**config.mk**
```make
export PLATFORM = sky130hd
export DESIGN_NAME = mem_arbiter
export DESIGN_NICKNAME = d
export VERILOG_FILES = /design/src/rtl/cpu_defs_pkg.sv /design/src/rtl/rd_tag_pipe.sv /design/src/rtl/mem_arbiter.sv
export SDC_FILE = /design/constraint.sdc
export NUM_CORES = 1
export LEC_CHECK = 0
export ABC_AREA = 1
export CAP_MARGIN = 20
export CORE_AREA = 5 5 52 54
export DETAILED_ROUTE_END_ITERATION = 7
export DIE_AREA = 0 0 57 59
export DONT_BUFFER_PORTS = 1
export PLACE_DENSITY_LB_ADDON = 0.12
export SETUP_SLACK_MARGIN = 0.1
export SLEW_MARGIN = 20
export SYNTH_ARGS = -nofsm -noshare
export SYNTH_HDL_FRONTEND = slang
export SYNTH_SLANG_ARGS = --single-unit
export TNS_END_PERCENT = 20
```
**constraint.sdc**
```tcl
create_clock -name clk -period 4.32 [get_ports clk]
set_clock_uncertainty 0.1 [all_clocks]
set_input_delay 0 -clock clk [delete_from_list [all_inputs] [get_ports clk]]
set_output_delay 0 -clock clk [all_outputs]
set_load 0.03 [all_outputs]
```
**src/rtl/cpu_defs_pkg.sv**
```systemverilog
// Shared CPU definitions: arbiter state encoding, read-tag constants, default bus widths.
package cpu_defs;

    localparam int unsigned DEF_ADDR_W = 16;
    localparam int unsigned DEF_DATA_W = 16;

    typedef enum logic [1:0] {
        ARB_RUN    = 2'd0,
        ARB_DRAIN  = 2'd1,
        ARB_HALTED = 2'd2
    } arb_state_t;

    // Read tags identify which requester a returning read belongs to.
    localparam logic TAG_IF = 1'b0;
    localparam logic TAG_DM = 1'b1;

endpackage

```
**src/rtl/rd_tag_pipe.sv**
```systemverilog
// Read tag pipe: LAT-deep shift register of {valid, tag} tracking outstanding memory reads.
// Ports:
//   clk, rst        clock, asynchronous active-high reset (clears all entries)
//   i_valid, i_tag  entry pushed every cycle (valid=1 only for an issued read)
//   o_out_valid     entry at the pipe output is a read returning this cycle
//   o_out_tag       requester tag of the returning read
//   o_any_valid     a valid entry that will still be in flight after next cycle's return
module rd_tag_pipe #(
    parameter int LAT = 1
) (
    input  logic clk,
    input  logic rst,
    input  logic i_valid,
    input  logic i_tag,
    output logic o_out_valid,
    output logic o_out_tag,
    output logic o_any_valid
);

    logic [LAT-1:0] r_valid;
    logic [LAT-1:0] r_tag;
    logic           w_any;

    // Shift one stage per cycle; stage LAT-1 lines up with mem_rdata.
    always_ff @(posedge clk or posedge rst) begin
        if (rst) begin
            r_valid <= '0;
            r_tag   <= '0;
        end else begin
            r_valid[0] <= i_valid;
            r_tag[0]   <= i_tag;
            for (int i = 1; i < LAT; i++) begin
                r_valid[i] <= r_valid[i-1];
                r_tag[i]   <= r_tag[i-1];
            end
        end
    end

    // Stages LAT-2 and LAT-1 will have left or be at the output next cycle,
    // so only stages below LAT-2 keep the pipe busy beyond that point.
    always_comb begin
        w_any = 1'b0;
        for (int i = 0; i < LAT - 2; i++) begin
            w_any = w_any | r_valid[i];
        end
    end

    assign o_out_valid = r_valid[LAT-1];
    assign o_out_tag   = r_tag[LAT-1];
    assign o_any_valid = w_any;

endmodule

```
**src/rtl/mem_arbiter.sv**
```systemverilog
// Arbitrates the single-ported unified memory between instruction fetch and data ports.
// One access per cycle, zero-latency grants, read data steered back by tag after LAT cycles,
// data-priority with a starvation limit for fetch, and a drain-then-halt sequence.
// Ports:
//   clk, rst                        clock, asynchronous active-high reset
//   if_req/if_addr                  fetch request; if_gnt/if_rvalid/if_rdata responses
//   dm_req/dm_we/dm_addr/dm_wdata   data request; dm_gnt/dm_rvalid/dm_rdata responses
//   stall                           some request lost arbitration this cycle
//   hlt/halted                      halt request in, drain-complete out
//   mem_*                           memory access port, mem_rdata valid LAT cycles after a read
module mem_arbiter
    import cpu_defs::*;
#(
    parameter int ADDR_W     = int'(DEF_ADDR_W),
    parameter int DATA_W     = int'(DEF_DATA_W),
    parameter int LAT        = 1,
    parameter int STARVE_LIM = 4
) (
    input  logic              clk,
    input  logic              rst,
    input  logic              if_req,
    input  logic [ADDR_W-1:0] if_addr,
    output logic              if_gnt,
    output logic              if_rvalid,
    output logic [DATA_W-1:0] if_rdata,
    input  logic              dm_req,
    input  logic              dm_we,
    input  logic [ADDR_W-1:0] dm_addr,
    input  logic [DATA_W-1:0] dm_wdata,
    output logic              dm_gnt,
    output logic              dm_rvalid,
    output logic [DATA_W-1:0] dm_rdata,
    output logic              stall,
    input  logic              hlt,
    output logic              halted,
    output logic              mem_en,
    output logic              mem_we,
    output logic [ADDR_W-1:0] mem_addr,
    output logic [DATA_W-1:0] mem_wdata,
    input  logic [DATA_W-1:0] mem_rdata
);

    localparam int unsigned SW = $clog2(STARVE_LIM + 1);

    arb_state_t     r_state;
    logic [SW-1:0]  r_streak;
    logic           w_sel_if;
    logic           w_sel_dm;
    logic           w_push_valid;
    logic           w_push_tag;
    logic           w_out_valid;
    logic           w_out_tag;
    logic           w_busy;

    // Grant decision: data wins contention until fetch has waited STARVE_LIM data grants.
    // Gated by rst so every grant-derived output is low while reset is held.
    always_comb begin
        w_sel_if = 1'b0;
        w_sel_dm = 1'b0;
        if (!rst && r_state == ARB_RUN) begin
            if (if_req && dm_req) begin
                if (r_streak == SW'(STARVE_LIM)) w_sel_if = 1'b1;
                else                             w_sel_dm = 1'b1;
            end else begin
                w_sel_if = if_req;
                w_sel_dm = dm_req;
            end
        end
    end

    assign if_gnt    = w_sel_if;
    assign dm_gnt    = w_sel_dm;
    assign mem_en    = w_sel_if | w_sel_dm;
    assign mem_we    = w_sel_dm & dm_we;
    assign mem_addr  = w_sel_dm ? dm_addr : (w_sel_if ? if_addr : '0);
    assign mem_wdata = (w_sel_dm & dm_we) ? dm_wdata : '0;
    assign stall     = (if_req & ~w_sel_if) | (dm_req & ~w_sel_dm);

    assign w_push_valid = w_sel_if | (w_sel_dm & ~dm_we);
    assign w_push_tag   = w_sel_dm ? TAG_DM : TAG_IF;

    rd_tag_pipe #(
        .LAT (LAT)
    ) u_rd_tag_pipe (
        .clk         (clk),
        .rst         (rst),
        .i_valid     (w_push_valid),
        .i_tag       (w_push_tag),
        .o_out_valid (w_out_valid),
        .o_out_tag   (w_out_tag),
        .o_any_valid (w_busy)
    );

    // Returning read is steered by its tag; both rdata buses carry the memory data.
    assign if_rvalid = w_out_valid & (w_out_tag == TAG_IF);
    assign dm_rvalid = w_out_valid & (w_out_tag == TAG_DM);
    assign if_rdata  = mem_rdata;
    assign dm_rdata  = mem_rdata;
    assign halted    = (r_state == ARB_HALTED);

    // Control FSM plus fetch-starvation counter.
    // DRAIN exits once no read remains beyond the one returning next cycle, so halted
    // coincides with the final rvalid.
    always_ff @(posedge clk or posedge rst) begin
        if (rst) begin
            r_state  <= ARB_RUN;
            r_streak <= '0;
        end else begin
            case (r_state)
                ARB_RUN:    if (hlt) r_state <= ARB_DRAIN;
                ARB_DRAIN:  if (!w_busy) r_state <= ARB_HALTED;
                ARB_HALTED: r_state <= ARB_HALTED;
                default:    r_state <= ARB_RUN;
            endcase

            if (!if_req || w_sel_if) begin
                r_streak <= '0;
            end else if (w_sel_dm && r_streak != SW'(STARVE_LIM)) begin
                r_streak <= r_streak + SW'(1);
            end
        end
    end

endmodule

```
==> metrics.txt, run 1 <==
# TYPE chip_impl_metric gauge
chip_impl_info{name="hold_path.class",value="input port to output pin"} 1
chip_impl_info{name="timing.critical_path.to_type",value="output pin"} 1
chip_impl_metric{name="antenna_cells",unit=""} 0
chip_impl_metric{name="drt_drc_violations_left",unit=""} 0
chip_impl_info{name="outcome",value="finished clean"} 1
chip_impl_metric{name="final_max_slew_viol_count",unit=""} 0
chip_impl_info{name="timing_worst_setup_path_type",value="flip-flop to output pin"} 1
chip_impl_info{name="start_kind",value="flip-flop"} 1
chip_impl_metric{name="ys_ff_latch",unit=""} 7
chip_impl_metric{name="synth.distinct_cells",unit=""} 23
chip_impl_metric{name="clk_path_buf_depth",unit=""} 2
chip_impl_metric{name="port_buffers",unit=""} 0
chip_impl_metric{name="final-hold-violation-count",unit=""} 0
chip_impl_metric{name="tns",unit="ps"} 0
chip_impl_metric{name="final.fill_count",unit=""} 221
chip_impl_metric{name="worst-endpoint-required",unit="ps"} 4220
chip_impl_metric{name="clock.fmax",unit="MHz"} 465
chip_impl_metric{name="placed_cells_incl_taps",unit=""} 168
chip_impl_metric{name="number_of_levels_in_the_clock_h_tree",unit=""} 1
chip_impl_info{name="final_common_cell",value="nand2_1"} 1
chip_impl_metric{name="globalRoute.totalOverflow",unit=""} 0
chip_impl_metric{name="post-layout-total-power",unit="mW"} 0.424
chip_impl_metric{name="fin_hold_ws",unit="ps"} 58.0
chip_impl_metric{name="cts_buffers",unit=""} 3
chip_impl_metric{name="layout.core_utilization",unit="%"} 50.7
chip_impl_metric{name="detail_route.vias_per_cell",unit=""} 5.07
chip_impl_metric{name="fin_nets",unit=""} 241
chip_impl_metric{name="globalplace.congestion",unit=""} 0.941
chip_impl_metric{name="dpl-instance-area",unit="sq um"} 865
chip_impl_info{name="clock_tree_from_tritoncts",value="built"} 1
chip_impl_metric{name="initial_utilization",unit="%"} 51.7
chip_impl_metric{name="die_height",unit="um"} 59
chip_impl_metric{name="grt_usage",unit="%"} 16.5
chip_impl_metric{name="drt_first_iter_violations",unit=""} 40
chip_impl_info{name="mostFrequentLayoutCells",value="nand2_1 (48), inv_1 (26), dlygate4sd3_1 (21)"} 1
chip_impl_metric{name="post_synth_inst_count",unit=""} 177
chip_impl_metric{name="worst-path-max-fanout",unit=""} 18
chip_impl_metric{name="pin_slew_with_the_least_headroom_to_its_limit",unit="ps"} 625
chip_impl_metric{name="signal_arrival_time_at_the_worst_endpoint",unit="ps"} 2050
chip_impl_metric{name="netlist_area",unit="sq mm"} 0.00112
chip_impl_metric{name="dieWidth",unit="um"} 57
chip_impl_metric{name="synth_sequential_area_ratio",unit="%"} 15.6
chip_impl_metric{name="maximum_number_of_pins_on_one_net_before_global_route_repair",unit=""} 19
chip_impl_metric{name="die_area",unit="sq mm"} 0.00336
chip_impl_metric{name="via_count",unit=""} 978
chip_impl_metric{name="core.rowCount",unit=""} 17
chip_impl_metric{name="final.min_clock_period",unit="ps"} 2150
chip_impl_metric{name="layout-drive-gt1-share",unit="%"} 8.48
chip_impl_metric{name="clock-sinks",unit=""} 7
chip_impl_metric{name="pre_cts_slack",unit="ps"} 2440
chip_impl_metric{name="worst_slew_margin_rel",unit="%"} 58.2
chip_impl_metric{name="drt-wirelength-per-cell",unit="um"} 15.9
chip_impl_metric{name="vias_in_the_first_global_route",unit=""} 905
chip_impl_metric{name="design.core.area",unit="sq mm"} 0.00217
chip_impl_metric{name="synth.avg_cell_area",unit="sq um"} 6.33
chip_impl_metric{name="grt_pass1_wl",unit="um"} 4350
chip_impl_metric{name="clkLatencyLatePin",unit="ps"} 250
chip_impl_metric{name="cts.reportedPaths.clkPinSlew",unit="ps"} 50
chip_impl_metric{name="synthesis.yosys.warnings",unit=""} 0
chip_impl_metric{name="area_delta_synth_final",unit="%"} -1.79
chip_impl_metric{name="drt-pass1-iter-count",unit=""} 4
chip_impl_metric{name="place.detailed.hpwl",unit="um"} 2370
chip_impl_metric{name="top_level_ports",unit=""} 142
chip_impl_metric{name="setup-violations-final",unit=""} 0
chip_impl_metric{name="antenna_nets_post_route",unit=""} 0
chip_impl_metric{name="routed_wirelength",unit="um"} 3070
chip_impl_metric{name="final_area",unit="sq mm"} 0.00110
chip_impl_metric{name="instances_no_fill",unit=""} 193
chip_impl_metric{name="initial_antenna_violation_count",unit=""} 0
chip_impl_metric{name="final_min_period_over_clock_period",unit="%"} 49.8
chip_impl_info{name="clk_root_buffer_cell",value="clkbuf_4"} 1
chip_impl_metric{name="synth.net_count",unit=""} 252
chip_impl_metric{name="leakage_power_of_the_design",unit="nW"} 0.662
chip_impl_metric{name="cts.repair.resized",unit=""} 0
chip_impl_metric{name="timing.max_cap.violations",unit=""} 0
chip_impl_metric{name="power_density",unit="mW/mm^2"} 385
chip_impl_metric{name="worst_ir_drop_vdd",unit="mV"} 0.221
chip_impl_info{name="rsz0062_at_grt",value="false"} 1
chip_impl_metric{name="fin_ws",unit="ps"} 2170
area by class of cell:
type                    instances  area, sq um  area share (%)
inverters                      29          114            10.3
flip-flops and latches          7          175            15.9
well taps                      28         35.0            3.18
multi-input cells             104          541            49.1
clock buffers                   4         26.3            2.39
repair buffers                 21          210            19.1
power by group:
part	switching (mW)	total, mW	leakage, nW	internal (mW)
Combinational	0.217	0.279	0.553	0.0622
Clock	0.0232	0.0584	0.0150	0.0352
Sequential	0.00644	0.0869	0.0932	0.0804
layer usage:
layer | routed length, um | up-vias | global-route usage, %
li1 | - | 476 | -
met2 | 1730 | 73 | 30.7
met1 | 1020 | 425 | 18.3
met3 | 303 | 4 | 5.45
met5 | 0 | - | 0
met4 | 18 | 0 | 3.31
sequential cells by signal, summed over array words and instances, names as in the netlist:
| register | flops |
|---|---|
| r_streak | 3 |
| r_state | 2 |
| u_rd_tag_pipe.o_out_tag | 1 |
| u_rd_tag_pipe.o_out_valid | 1 |
logic make-up (layout without fill, tap and decap cells):
group	after synthesis	count (layout)	share of synthesized area, %
compound gates	5	5	2.45
fa+ha+maj	5	5	5.58
buf+inv	66	54	36.2
flops	7	7	15.6
simple gates	94	94	40.2
synth_stat cells:
library cell  instances  area [sq um]
nand2_4               1          11.3
inv_2                 2          7.51
inv_6                 1          8.76
a21boi_0              1          7.51
dfrtp_1               7           175
buf_6                 1          11.3
inv_1                26          97.6
buf_12                1          20.0
nor2_8                1          20.0
nor2_1               19          71.3
nand2_2               1          6.26
nand4_1               3          18.8
nand3_4               2          35.0
nand2_1              48           180
or2_2                 1          6.26
nand3_1              16          80.1
clkbuf_2              1          5.00
buf_4                34           255
nor2_4                1          11.3
nand3_2               1          10.0
a21oi_1               1          5.00
ha_1                  5          62.6
o21ai_0               3          15.0
what timing repair did:
item | 4_1_cts | 5_1_grt
hold buffers | 21 | 0
endpoints found under the hold margin | 45 | 0
buffers inserted | 0 | 0
critical path, cell delays in order (launching register included):
cell	delay [ps]
dfrtp_1	350
inv_1	120
ha_1	260
nand2_4	90
nor2_8	230
nand3_4	220
nor2_1	520
worst paths after layout:
kind	start	to	slack (ps)	cells past startpoint
worst min-delay path	dm_wdata[0]	mem_wdata[0]	60	2
worst min register to register	r_streak[0]	r_streak[0]	410	2
min in group asynchronous	rst	u_rd_tag_pipe.o_out_tag	90	2
max in group asynchronous	rst	r_streak[2]	3850	2
worst max-delay path	r_state[0]	mem_wdata[7]	2170	6
worst max register to register	r_streak[0]	u_rd_tag_pipe.o_out_valid	2210	6
No activity file was read; power rests on OpenSTA's default activity.
==> run 2, diff against run 1 <==
Settings changed: CORE_AREA 5 5 52 54 to unset, CORE_ASPECT_RATIO set to 0.8, CORE_MARGIN set to 5, CORE_UTILIZATION set to 57, DIE_AREA 0 0 57 59 to unset.
Clock period 4.32 ns to 1.8 ns, I/O delays scaled along.
==> run 2 against run 1 <==
The run now ends with negative hold slack left. Worst setup slack got worse by 2100 ps. Sequential share of layout area shrank 4.8 points. Core utilization grew 33 points. Critical endpoint is now mem_addr[2]. Highest routed layer unchanged.
==> metrics.txt, run 2 (synthesized netlist as in run 1, its figures left out) <==
# TYPE chip_impl_metric gauge
chip_impl_info{name="outcome",value="complete, but fails checks"} 1
chip_impl_info{name="failed_checks",value="negative hold slack"} 1
chip_impl_metric{name="grt_usage",unit="%"} 26.0
chip_impl_metric{name="leakage_power_of_the_design",unit="nW"} 0.871
chip_impl_info{name="crit-reg2reg-launch",value="r_streak[1]"} 1
chip_impl_info{name="top_regs",value="r_streak: 3 flops, r_state: 2 flops"} 1
chip_impl_metric{name="grt_pass1_wl",unit="um"} 5830
chip_impl_metric{name="core.rowCount",unit=""} 14
chip_impl_metric{name="drt_drc_violations_left",unit=""} 0
chip_impl_metric{name="drt_first_iter_violations",unit=""} 58
chip_impl_metric{name="final.fill_count",unit=""} 121
chip_impl_metric{name="globalplace.congestion",unit=""} 0.778
chip_impl_metric{name="layout-drive-gt1-share",unit="%"} 42.9
chip_impl_metric{name="vias_in_the_first_global_route",unit=""} 1187
chip_impl_metric{name="timing.max_cap.violations",unit=""} 0
chip_impl_info{name="rsz0062_at_grt",value="true"} 1
chip_impl_info{name="crit_path_cell_trace",value="inv_2 -> ha_4 -> nand2_1 -> nand2_2 -> nand3_4 -> inv_8 -> nand2_2 -> nand2_4"} 1
chip_impl_metric{name="final_max_slew_viol_count",unit=""} 0
chip_impl_metric{name="top_level_ports",unit=""} 142
chip_impl_metric{name="place.detailed.hpwl",unit="um"} 2410
chip_impl_metric{name="fin_hold_ws",unit="ps"} -207
chip_impl_info{name="r2r_end",value="u_rd_tag_pipe.o_out_valid"} 1
chip_impl_info{name="worstHoldStart",value="if_req"} 1
chip_impl_metric{name="fin_ws",unit="ps"} 63.6
chip_impl_metric{name="signal_arrival_time_at_the_worst_endpoint",unit="ps"} 1640
chip_impl_metric{name="layout.core_utilization",unit="%"} 84.2
chip_impl_metric{name="clkLatencyLatePin",unit="ps"} 260
chip_impl_metric{name="cts_buffers",unit=""} 3
chip_impl_metric{name="initial_antenna_violation_count",unit=""} 0
chip_impl_metric{name="drt-wirelength-per-cell",unit="um"} 19.2
chip_impl_metric{name="clk_path_buf_depth",unit=""} 2
chip_impl_info{name="timing.critical_path.to_type",value="output pin"} 1
chip_impl_metric{name="drt-pass1-iter-count",unit=""} 4
chip_impl_metric{name="cts.reportedPaths.clkPinSlew",unit="ps"} 50
chip_impl_info{name="hold_path.class",value="input port to flip-flop"} 1
chip_impl_metric{name="pre_cts_slack",unit="ps"} 144
chip_impl_metric{name="setup-violations-final",unit=""} 0
chip_impl_info{name="cp_top_family",value="simple AND/OR/NAND/NOR gates"} 1
chip_impl_metric{name="worst-path-max-fanout",unit=""} 7
chip_impl_metric{name="dpl-instance-area",unit="sq mm"} 0.00100
chip_impl_metric{name="cpPeakStageDelay",unit="ps"} 410
chip_impl_info{name="mostFrequentLayoutCells",value="buf_4 (29), inv_1 (22), dlygate4sd3_1 (20)"} 1
chip_impl_info{name="most_prevalent_standard_cell_on_the_critical_path",value="nand2_2"} 1
chip_impl_metric{name="globalRoute.totalOverflow",unit=""} 0
chip_impl_info{name="timing_worst_setup_path_type",value="flip-flop to output pin"} 1
chip_impl_metric{name="min_path_cells",unit=""} 2
chip_impl_metric{name="tns",unit="ps"} 0
chip_impl_info{name="clock_tree_from_tritoncts",value="built"} 1
chip_impl_metric{name="die_area",unit="sq mm"} 0.00296
chip_impl_metric{name="final-hold-violation-count",unit=""} 4
chip_impl_metric{name="antenna_nets_post_route",unit=""} 0
chip_impl_metric{name="fin_nets",unit=""} 274
chip_impl_metric{name="dieWidth",unit="um"} 59.6
chip_impl_metric{name="clock.fmax",unit="MHz"} 576
chip_impl_info{name="final_common_cell",value="buf_4"} 1
chip_impl_metric{name="final_area",unit="sq mm"} 0.00158
chip_impl_metric{name="number_of_levels_in_the_clock_h_tree",unit=""} 1
chip_impl_metric{name="pin_slew_with_the_least_headroom_to_its_limit",unit="ps"} 638
chip_impl_metric{name="maximum_number_of_pins_on_one_net_before_global_route_repair",unit=""} 15
chip_impl_metric{name="detail_route.vias_per_cell",unit=""} 5.48
chip_impl_metric{name="initial_utilization",unit="%"} 59.8
chip_impl_metric{name="worst-endpoint-required",unit="ps"} 1700
chip_impl_metric{name="critical_path_buf_inv_count",unit=""} 2
chip_impl_metric{name="port_buffers",unit=""} 0
chip_impl_metric{name="antenna_cells",unit=""} 0
chip_impl_metric{name="final_min_period_over_clock_period",unit="%"} 96.5
chip_impl_metric{name="reg2regPathDepth",unit=""} 6
chip_impl_metric{name="power_density",unit="mW/mm^2"} 836
chip_impl_metric{name="instances_no_fill",unit=""} 222
chip_impl_metric{name="die_height",unit="um"} 49.7
chip_impl_metric{name="worst_slew_margin_rel",unit="%"} 57.3
chip_impl_metric{name="via_count",unit=""} 1217
chip_impl_metric{name="post-layout-total-power",unit="mW"} 1.32
chip_impl_info{name="slowest_stage",value="dfrtp_1"} 1
chip_impl_info{name="min_delay_worst_endpoint",value="r_streak[2]"} 1
chip_impl_metric{name="final.min_clock_period",unit="ps"} 1740
chip_impl_metric{name="routed_wirelength",unit="um"} 4250
chip_impl_metric{name="placed_cells_incl_taps",unit=""} 183
chip_impl_info{name="clk_root_buffer_cell",value="clkbuf_4"} 1
chip_impl_metric{name="clock-sinks",unit=""} 7
chip_impl_info{name="start_kind",value="flip-flop"} 1
chip_impl_metric{name="worst_ir_drop_vdd",unit="mV"} 0.830
chip_impl_metric{name="ff2ff_setup_slack",unit="ps"} 460
chip_impl_metric{name="area_delta_synth_final",unit="%"} 40.8
chip_impl_info{name="registers.top_by_ff_count",value="r_streak"} 1
chip_impl_metric{name="design.core.area",unit="sq mm"} 0.00187
chip_impl_metric{name="largest_register_ff_count",unit=""} 3
chip_impl_metric{name="cts_hold_buf",unit=""} 20
[run 2: cell count changes in the layout (fill, tap and decap cells not counted), moves of 3 or more]
cell     before  now
buf_4         0   29
inv_1        26   22
inv_2         2    5
nand2_1      48   19
nand2_2       1   12
nand2_4       1   19
[run 2: repair_timing]
action / 4_1_cts / 5_1_grt
endpoints found under the setup margin: 36 / 36
buffers inserted: 5 / 6
pin swaps: 10 / 15
gates cloned: 3 / 1
resized for setup: 42 / 22
hold endpoints to repair: 45 / 4
[run 2: layout make-up]
type	instances	area [sq um]	share of cell area [%]
multi-input combinational	106	768	48.7
timing repair buffer	50	438	27.7
sequential	7	175	11.1
inverter	29	124	7.84
tap	24	30.0	1.90
clock buffer	4	26.3	1.66
timing repair inverter	2	17.5	1.11
[run 2: worst max path at each step]
stage                      from            end  cells past startpoint
floorplan            r_state[0]  mem_wdata[10]                      7
global placement     r_state[0]    mem_addr[7]                      8
detailed placement   r_state[0]    mem_addr[2]                      8
CTS                  r_state[1]   mem_addr[10]                      8
global route        r_streak[1]    mem_addr[2]                      8
finish              r_streak[1]    mem_addr[2]                      8
[run 2: power breakdown]
| group | switching, mW | internal (mW) | total, mW |
|---|---|---|---|
| clock | 0.0585 | 0.0846 | 0.143 |
| combinational | 0.635 | 0.328 | 0.963 |
| sequential | 0.0203 | 0.193 | 0.214 |
| total | 0.714 | 0.606 | 1.32 |
[run 2: layer usage]
| layer | global-route usage (%) | vias up | wire length [um] |
|---|---|---|---|
| li1 | - | 553 | - |
| met1 | 27.3 | 542 | 1380 |
| met2 | 46.4 | 105 | 2310 |
| met3 | 9.66 | 17 | 440 |
| met4 | 9.23 | 0 | 129 |
| met5 | 0 | - | 0 |
==> run 3, diff against run 2 <==
Settings changed: REMOVE_ABC_BUFFERS set to 1, SYNTH_HIERARCHICAL set to 1.
==> run 3 against run 2 <==
Largest power group unchanged. Sequential share of layout area shrank 0.46 points. Worst hold slack gained 240 ps. The flow now finishes without violations. Highest routed layer unchanged. Via count grew 8.7%. Register-to-register slack lost 180 ps. Core utilization grew 1.2 points. Clock power grew 8%. Critical path depth is the same. Sequential power grew 3%.
==> metrics.txt, run 3 <==
# TYPE chip_impl_metric gauge
chip_impl_metric{name="ys_ff_latch",unit=""} 7
chip_impl_metric{name="dieWidth",unit="um"} 60.9
chip_impl_metric{name="design.core.area",unit="sq mm"} 0.00193
chip_impl_metric{name="setup-violations-final",unit=""} 0
chip_impl_info{name="post-synth-top-count-cell",value="nand2_1"} 1
chip_impl_metric{name="dpl-instance-area",unit="sq mm"} 0.00105
chip_impl_metric{name="initial_antenna_violation_count",unit=""} 0
chip_impl_metric{name="worst-path-max-fanout",unit=""} 7
chip_impl_metric{name="largest_register_ff_count",unit=""} 3
chip_impl_metric{name="synth_enable_flop_cells",unit=""} 0
chip_impl_info{name="rsz0062_at_grt",value="true"} 1
chip_impl_metric{name="final_min_period_over_clock_period",unit="%"} 97.4
chip_impl_metric{name="grt_usage",unit="%"} 29.9
chip_impl_metric{name="final.fill_count",unit=""} 94
chip_impl_metric{name="critical_path_buf_inv_count",unit=""} 3
chip_impl_metric{name="drt_drc_violations_left",unit=""} 0
chip_impl_info{name="timing.critical_path.to_type",value="output pin"} 1
chip_impl_info{name="timing_worst_setup_path_type",value="flip-flop to output pin"} 1
chip_impl_metric{name="fin_nets",unit=""} 279
chip_impl_info{name="min_delay_worst_endpoint",value="mem_addr[4]"} 1
chip_impl_info{name="cp_top_family",value="simple AND/OR/NAND/NOR gates"} 1
chip_impl_metric{name="switching_share",unit="%"} 56.4
chip_impl_metric{name="clock.fmax",unit="MHz"} 570
chip_impl_info{name="crit_path_cell_trace",value="inv_2 -> ha_4 -> inv_2 -> nor2_4 -> nand3_4 -> inv_8 -> nand2_2 -> nand2_2"} 1
chip_impl_metric{name="final-hold-violation-count",unit=""} 0
chip_impl_metric{name="net_switching_power_of_the_design",unit="mW"} 0.801
chip_impl_metric{name="clkLatencyLatePin",unit="ps"} 270
chip_impl_info{name="hold_path.class",value="input port to output pin"} 1
chip_impl_metric{name="port_buffers",unit=""} 0
chip_impl_metric{name="drt_first_iter_violations",unit=""} 57
chip_impl_metric{name="share_of_flip_flops_with_an_asynchronous_set_or_reset",unit="%"} 100
chip_impl_metric{name="grt_pass1_wl",unit="um"} 6690
chip_impl_info{name="synth_top_cell_by_area",value="buf_4"} 1
chip_impl_metric{name="post-synth-top-area-fraction",unit="%"} 21.6
chip_impl_metric{name="worst-endpoint-required",unit="ps"} 1700
chip_impl_info{name="clk_root_buffer_cell",value="clkbuf_4"} 1
chip_impl_info{name="final_common_cell",value="inv_1"} 1
chip_impl_metric{name="number_of_levels_in_the_clock_h_tree",unit=""} 1
chip_impl_info{name="synth_top_cells_by_count",value="nand2_1 (45), buf_4 (34), inv_1 (27), nand3_1 (16), nor2_1 (11)"} 1
chip_impl_metric{name="synth.distinct_cells",unit=""} 23
chip_impl_metric{name="place.detailed.hpwl",unit="um"} 2750
chip_impl_metric{name="final_area",unit="sq mm"} 0.00165
chip_impl_metric{name="p_comb_share",unit="%"} 73.7
chip_impl_metric{name="cts_buffers",unit=""} 3
chip_impl_metric{name="final.min_clock_period",unit="ps"} 1750
chip_impl_info{name="outcome",value="finished clean"} 1
chip_impl_metric{name="power_density",unit="mW/mm^2"} 862
chip_impl_info{name="worstHoldStart",value="if_addr[4]"} 1
chip_impl_info{name="slowest_stage",value="dfrtp_1"} 1
chip_impl_metric{name="die_area",unit="sq mm"} 0.00309
chip_impl_metric{name="final_max_slew_viol_count",unit=""} 0
chip_impl_info{name="top_regs",value="r_streak: 3 flops, r_state: 2 flops"} 1
chip_impl_metric{name="min_path_cells",unit=""} 2
chip_impl_metric{name="worst_slew_margin_rel",unit="%"} 53.3
chip_impl_metric{name="core.rowCount",unit=""} 14
chip_impl_metric{name="netlist_area",unit="sq mm"} 0.00118
chip_impl_metric{name="maximum_number_of_pins_on_one_net_before_global_route_repair",unit=""} 13
chip_impl_metric{name="placed_cells_incl_taps",unit=""} 186
chip_impl_info{name="registers.top_by_ff_count",value="r_streak"} 1
chip_impl_metric{name="post_synth_inst_count",unit=""} 182
chip_impl_metric{name="synthesis.yosys.warnings",unit=""} 6
chip_impl_metric{name="globalplace.congestion",unit=""} 0.741
chip_impl_metric{name="layout-drive-gt1-share",unit="%"} 43.6
chip_impl_metric{name="cts.reportedPaths.clkPinSlew",unit="ps"} 50
chip_impl_metric{name="drt-wirelength-per-cell",unit="um"} 22.5
chip_impl_metric{name="timing.max_cap.violations",unit=""} 0
chip_impl_metric{name="die_height",unit="um"} 50.7
chip_impl_info{name="r2r_end",value="u_rd_tag_pipe/o_out_valid"} 1
chip_impl_metric{name="layout.core_utilization",unit="%"} 85.5
chip_impl_info{name="ys.flop_type",value="dfrtp_1"} 1
chip_impl_metric{name="clk_path_buf_depth",unit=""} 2
chip_impl_metric{name="synth_sequential_area_ratio",unit="%"} 14.8
chip_impl_metric{name="leakage_power_of_the_design",unit="nW"} 0.877
chip_impl_metric{name="pin_slew_with_the_least_headroom_to_its_limit",unit="ps"} 699
chip_impl_metric{name="synth.avg_cell_area",unit="sq um"} 6.49
chip_impl_metric{name="ff2ff_setup_slack",unit="ps"} 280
chip_impl_metric{name="fin_hold_ws",unit="ps"} 34.5
chip_impl_metric{name="globalRoute.totalOverflow",unit=""} 0
chip_impl_metric{name="area_delta_synth_final",unit="%"} 39.4
chip_impl_info{name="synth.top_cells.by_area",value="buf_4 (22%), dfrtp_1 (15%), nand2_1 (14%), inv_1 (8.6%), nand3_1 (6.8%)"} 1
chip_impl_metric{name="p_seq_share",unit="%"} 15.5
chip_impl_metric{name="signal_arrival_time_at_the_worst_endpoint",unit="ps"} 1650
chip_impl_metric{name="initial_utilization",unit="%"} 61.3
chip_impl_metric{name="post-layout-total-power",unit="mW"} 1.42
chip_impl_info{name="mostFrequentLayoutCells",value="inv_1 (24), dlygate4sd3_1 (23), buf_4 (20)"} 1
chip_impl_metric{name="detail_route.vias_per_cell",unit=""} 5.85
chip_impl_metric{name="antenna_cells",unit=""} 0
chip_impl_info{name="start_kind",value="flip-flop"} 1
chip_impl_metric{name="reg2regPathDepth",unit=""} 6
chip_impl_metric{name="intPower",unit="mW"} 0.618
chip_impl_metric{name="top_level_ports",unit=""} 142
chip_impl_metric{name="clock-sinks",unit=""} 7
chip_impl_metric{name="vias_in_the_first_global_route",unit=""} 1306
chip_impl_metric{name="drt-pass1-iter-count",unit=""} 4
chip_impl_info{name="crit-reg2reg-launch",value="r_state[0]"} 1
chip_impl_metric{name="cpPeakStageDelay",unit="ps"} 390
chip_impl_metric{name="antenna_nets_post_route",unit=""} 0
chip_impl_info{name="clock_tree_from_tritoncts",value="built"} 1
chip_impl_metric{name="worst_ir_drop_vdd",unit="mV"} 0.775
chip_impl_metric{name="power.share.clock",unit="%"} 10.8
chip_impl_metric{name="instances_no_fill",unit=""} 226
chip_impl_metric{name="routed_wirelength",unit="um"} 5080
chip_impl_metric{name="via_count",unit=""} 1323
run 3: logic make-up (layout without fill, tap and decap cells):
group | Yosys count | count (layout) | share of synthesized area [%]
AO/OA/AOI/OAI | 6 | 6 | 2.75
adder cells (fa/ha/maj) | 6 | 6 | 6.36
buffers and inverters | 68 | 85 | 35.1
flip-flops | 7 | 7 | 14.8
other | 1 | 1 | 0.317
AND/OR/NAND/NOR | 94 | 97 | 40.7
run 3: worst max-delay path by stage:
| stage | start | end | slack (ps) | cells past startpoint |
|---|---|---|---|---|
| 6_report | r_state[0] | mem_addr[6] | 50 | 8 |
| 5_1_grt | r_state[0] | mem_wdata[6] | -20 | 7 |
| 4_1_cts | r_state[1] | mem_wdata[8] | 80 | 7 |
| 3_5_place_dp | r_state[0] | mem_addr[8] | 140 | 8 |
| 3_3_place_gp | r_state[0] | mem_addr[2] | 210 | 8 |
| 2_1_floorplan | r_state[0] | mem_wdata[0] | 60 | 6 |
run 3: layer usage:
layer	GRT usage [%]	vias up	share of wire, %
li1	-	561	-
met1	34.5	618	36
met2	47.5	118	46
met3	13.8	26	13
met4	11.9	0	5.0
met5	0	-	0
run 3: cell type report:
type | instances | area (sq um) | area share (%)
timing repair buffer | 49 | 448 | 27.2
tap | 24 | 30.0 | 1.82
inverter | 30 | 125 | 7.60
multi-input combinational | 110 | 825 | 50.1
sequential | 7 | 175 | 10.6
clock buffer | 4 | 26.3 | 1.60
timing repair inverter | 2 | 17.5 | 1.06
run 3: power by group through the flow:
| stage | Clock [mW] | Sequential, mW | Combinational [mW] |
|---|---|---|---|
| after detailed placement | 0 | 0.216 | 0.609 |
| after CTS | 0.147 | 0.216 | 0.937 |
| after floorplan | 0 | 0.211 | 0.500 |
| after global routing | 0.162 | 0.222 | 1.10 |
| final | 0.154 | 0.220 | 1.05 |
| after global placement | 0 | 0.213 | 0.592 |
run 3: what timing repair did:
item / in CTS / in global routing
pin swaps: 13 / 15
hold buffers: 23 / 0
gates resized for setup: 44 / 21
setup endpoints to repair: 36 / 36
buffers inserted: 5 / 3
endpoints found under the hold margin: 44 / 0
gates cloned: 5 / 0
run 3: stage by stage:
stage / setup WS (ps) / setup TNS [ps]
finish: 47.1 / 0
global route: -22.1 / -156
CTS: 83.5 / 0
detailed placement: 142 / 0
global placement: 213 / 0
floorplan: 56.2 / 0
